**config.mk**
```make
export PLATFORM = sky130hd
export DESIGN_NAME = serial_adder_ctrl
export DESIGN_NICKNAME = d
export VERILOG_FILES = /design/src/rtl/serial_adder_pkg.sv /design/src/rtl/fulladder.sv /design/src/rtl/serial_adder_ctrl.sv
export SDC_FILE = /design/constraint.sdc
export NUM_CORES = 1
export LEC_CHECK = 0
export BUFFER_PORTS_ARGS = -buffer_cell sky130_fd_sc_hd__buf_2
export CORE_ASPECT_RATIO = 1.1
export CORE_MARGIN = 10
export CORE_UTILIZATION = 30
export DETAILED_ROUTE_END_ITERATION = 10
export GPL_ROUTABILITY_DRIVEN = 0
export PLACE_DENSITY = 0.56
export SLEW_MARGIN = 5
export SYNTH_ARGS = -nofsm -noshare
export SYNTH_HDL_FRONTEND = slang
export SYNTH_SLANG_ARGS = --single-unit
export TNS_END_PERCENT = 1
```
**constraint.sdc**
```tcl
create_clock -name clk -period 1.3 [get_ports clk]
set_input_delay 0.26 -clock clk [delete_from_list [all_inputs] [get_ports clk]]
set_output_delay 0.26 -clock clk [all_outputs]
set_load 0.02 [all_outputs]
```
**src/rtl/serial_adder_pkg.sv**
```systemverilog
// serial_adder_pkg: shared FSM encodings and limits for the bit-serial adder
package serial_adder_pkg;
  localparam logic [1:0] IDLE = 2'b00;
  localparam logic [1:0] RUN  = 2'b01;
  localparam logic [1:0] DONE = 2'b10;
  localparam int MAX_WIDTH = 64;
endpackage

```
**src/rtl/fulladder.sv**
```systemverilog
// fulladder: single-bit combinational add cell
module fulladder (
  input  logic a,
  input  logic b,
  input  logic cin,
  output logic sum,
  output logic cout
);
  assign sum  = a ^ b ^ cin;
  assign cout = (a & b) | (cin & (a ^ b));
endmodule

```
**src/rtl/serial_adder_ctrl.sv**
```systemverilog
// serial_adder_ctrl: sequences one full-adder cell LSB-first over WIDTH-bit operands
module serial_adder_ctrl
  import serial_adder_pkg::*;
#(
  parameter int WIDTH = 8
) (
  input  logic             clk,
  input  logic             rst_n,
  input  logic             in_valid,
  output logic             in_ready,
  input  logic [WIDTH-1:0] a,
  input  logic [WIDTH-1:0] b,
  input  logic             cin,
  input  logic             abort,
  output logic             out_valid,
  input  logic             out_ready,
  output logic [WIDTH-1:0] sum,
  output logic             cout
);
  localparam int CW = WIDTH > 1 ? $clog2(WIDTH) : 1;
  logic [1:0]       state;
  logic [WIDTH-1:0] a_sr, b_sr;
  logic [CW-1:0]    cnt;
  logic             carry, fa_sum, fa_cout, last, accept, run;
  assign in_ready  = state == IDLE;
  assign out_valid = state == DONE;
  assign last      = cnt == CW'(WIDTH - 1);
  assign accept    = in_ready & in_valid & ~abort;
  assign run       = (state == RUN) & ~abort;
  fulladder u_fa (
    .a   (a_sr[0]),
    .b   (b_sr[0]),
    .cin (carry),
    .sum (fa_sum),
    .cout(fa_cout)
  );
  always_ff @(posedge clk or negedge rst_n) begin
    if (!rst_n) state <= IDLE;
    else state <= abort            ? IDLE :
                  (state == IDLE) ? (in_valid ? RUN : IDLE) :
                  (state == RUN)  ? (last ? DONE : RUN) :
                  (state == DONE) ? (out_ready ? IDLE : DONE) : IDLE;
  end
  // Abort freezes the datapath so sum/cout keep whatever they last held.
  always_ff @(posedge clk or negedge rst_n) begin
    if (!rst_n) begin
      a_sr  <= '0;
      b_sr  <= '0;
      sum   <= '0;
      carry <= 1'b0;
      cout  <= 1'b0;
      cnt   <= '0;
    end else if (accept) begin
      a_sr  <= a;
      b_sr  <= b;
      carry <= cin;
      cnt   <= '0;
    end else if (run) begin
      a_sr  <= a_sr >> 1;
      b_sr  <= b_sr >> 1;
      sum   <= (sum >> 1) | (WIDTH'(fa_sum) << (WIDTH - 1));
      carry <= fa_cout;
      cnt   <= cnt + CW'(1);
      if (last) cout <= fa_cout;
    end
  end
endmodule
```
==> impl_metrics.csv <==
group,metric,value,unit
sta,slew_violations,0,
sta,setup_tns,-1.859,ns
setup_path,worstSetupPathType,"reg -> reg",
global_routing,grt_use_total,0.09203,
place,dpl.cell_count,236,
synth,yosys_warnings,0,
sta,tightest_slew,0.3508,ns
place,place_ws,-0.09576,ns
setup_path,cp-start-kind,"register",
setup_path,required,1.46,ns
cts,cts_buffers,5,
route,first_pass_iters,4,
flow_run,drv_cap,0,
sta,hold_viol,0,
route,via_per_inst,4.619,
die,die-area,7851,um^2
die,core_area,4587,um^2
synth,yosys.area.top_type_share,0.5496,
pwr,p_leak,1.002,nW
global_routing,grt_pass1_vias,1199,
setup_path,crit_path_end_kind,"register",
synth,synth_top_cell_by_area,"dfrtp_1",
cells_and_area,utilization,0.4212,
route,wl,3379,um
route,wl_per_cell,13.68,um
route,first_iter_violations,65,
synth,yosysSeqAreaShare,0.5496,
die,row_count,26,
cts,cts_tree,"done",
synth,synth.distinct_cells,22,
synth,synth.ff_latch_count,31,
synth,synth_area_per_cell,10.15,um^2
sta,finalCritPeriodShare,1.100,
cts,clk-insertion-delay-late,0.28,ns
min_path,worstHoldPathType,"in -> reg",
cells_and_area,fin_cells,247,
global_routing,grt_max_degree,32,
synth,syn-cell-area,1411,um^2
die,io_pins,33,
route,vias,1141,
cells_and_area,diodes,0,
cts,cts_sinks,31,
sta,layout_setup_ws,-0.1300,ns
place,dp_hpwl,2382,um
cts,clk_pin_slew,0.06,ns
sta,min_period,1.430,ns
global_routing,grt_pass1_wl,5871,um
cts,htreeDepth,2,
sta,finalSetupViolations,32,
global_routing,antenna_found_initial,0,
route,ant_nets,0,
pwr,ir_drop,0.0008919,V
sta,fmax,699.3,MHz
cells_and_area,drive_gt1_frac,0.3979,
status,run_status,"finished with violations",
cts,clockRootBuffer,"clkbuf_8",
sta,whs,0.2062,ns
die,initial_core_util,0.3077,
synth,synth_nets,164,
global_routing,overflow,0,
place,io_buffers,32,
cells_and_area,area_growth,36.88,%
pwr,powerDensity,1616,nW/um^2
cells_and_area,final_nets,215,
sta,rsz0062_at_grt,"true",
status,violations,"negative setup slack",
synth,yosys-top-cells-area,"dfrtp_1 (55%), nand2_1 (11%), nand3_2 (6.4%)",
sta,finClkSkew,0.003482,ns
sta,maxSlewHeadroom,0.7659,
die,die_x,85.40,um
cts,cts_buffer_depth,2,
cells_and_area,fill_cells,450,
route,drc_errors,0,
die,die_h,91.94,um
synth,syn_inst,139,
setup_path,arrival,1.59,ns
setup_path,crit_fanout,6,
[logic make-up after synthesis]
family,Yosys count,share of synthesized area
XOR/XNOR,1,0.006207
adder cells (fa/ha/maj),3,0.03191
AND/OR/NAND/NOR,67,0.2465
multiplexers,1,0.007978
buffers and inverters,9,0.03812
AO/OA/AOI/OAI,27,0.1197
flip-flops,31,0.5496
[final cells by class]
| type | instances | area (um^2) | area share |
|---|---|---|---|
| Clock buffer | 8 | 100.1 | 0.05181 |
| Multi-Input combinational cell | 99 | 613.1 | 0.3174 |
| Sequential cell | 31 | 775.7 | 0.4016 |
| Tap cell | 56 | 70.07 | 0.03627 |
| Timing Repair Buffer | 53 | 372.9 | 0.1930 |
[final timing paths]
kind                           from  endpoint  slack (ns)  cells after the start
hold / removal                 b[6]   b_sr[6]        0.21                      3
max in group asynchronous     rst_n   a_sr[1]        0.67                      3
setup / recovery           state[1]      cout       -0.13                      4
setup reg to reg           state[1]      cout       -0.13                      4
hold reg to reg              sum[7]    sum[6]        0.49                      2
min in group asynchronous     rst_n    sum[0]        0.46                      3
[Yosys cell counts (all sizes together)]
library cell,n
xnor2,1
mux2,1
buf,9
nand2b,1
nor3b,1
o21ai,1
nor4b,1
nor2,9
ha,2
or3b,1
a22oi,9
or4b,1
a22o,3
nand3,9
nor2b,1
fa,1
a21oi,14
nand3b,1
dfrtp,31
nand2,42
[layout by cell type (no fill, tap or decap), types with 6 or more instances in the layout]
cell / synthesis / final
a21oi_1: 14 / 14
a22oi_1: 9 / 9
buf_2: 7 / 30
buf_4: 1 / 14
buf_6: 1 / 6
clkbuf_8: 0 / 7
dfrtp_1: 31 / 31
nand2_1: 42 / 39
nand3_2: 9 / 9
nor2_1: 9 / 9
[metal layers]
metal | wire, um | share of wire | GRT usage
met1 | 1529 | 0.45 | 0.1153
met2 | 1620 | 0.48 | 0.1344
met3 | 191 | 0.057 | 0.03805
met4 | 36 | 0.011 | 0.04121
met5 | 0 | 0 | 0
[per-stage QoR]
step,power [mW],cell area (um^2)
after floorplan,1.946,1411
after global placement,2.282,1754
after detailed placement,2.295,1754
after CTS,3.141,1887
after global routing,3.371,1932
final,3.122,1932
[power by group]
part           internal, mW  leakage (nW)  switching [mW]  total [mW]
clock network         0.482        0.0515           0.335       0.817
logic                 0.385         0.557           0.480       0.865
registers              1.25         0.394           0.194        1.44
total                  2.11          1.00            1.01        3.12
[sequential cells by signal, indices dropped and copies added, names as in the netlist]
signal,count
a_sr,8
state,2
cnt,3
cout,1
carry,1
b_sr,8
sum,8
[timing repair]
| item | CTS | global route |
|---|---|---|
| setup buffers | 0 | 2 |
| setup endpoints to repair | 32 | 32 |
| hold endpoints to repair | 31 | 0 |
| pin swaps | 0 | 4 |
| gates resized for setup | 6 | 9 |
| cloned | 0 | 0 |
| hold buffers | 1 | 0 |
[worst max-delay path: stages (launching register included)]
cell and delay (ns):
dfrtp_1 0.40, buf_6 0.13, nor3b_4 0.35, nand2_1 0.12
mux2_4 0.31
Power figures use the tool's default switching activity.
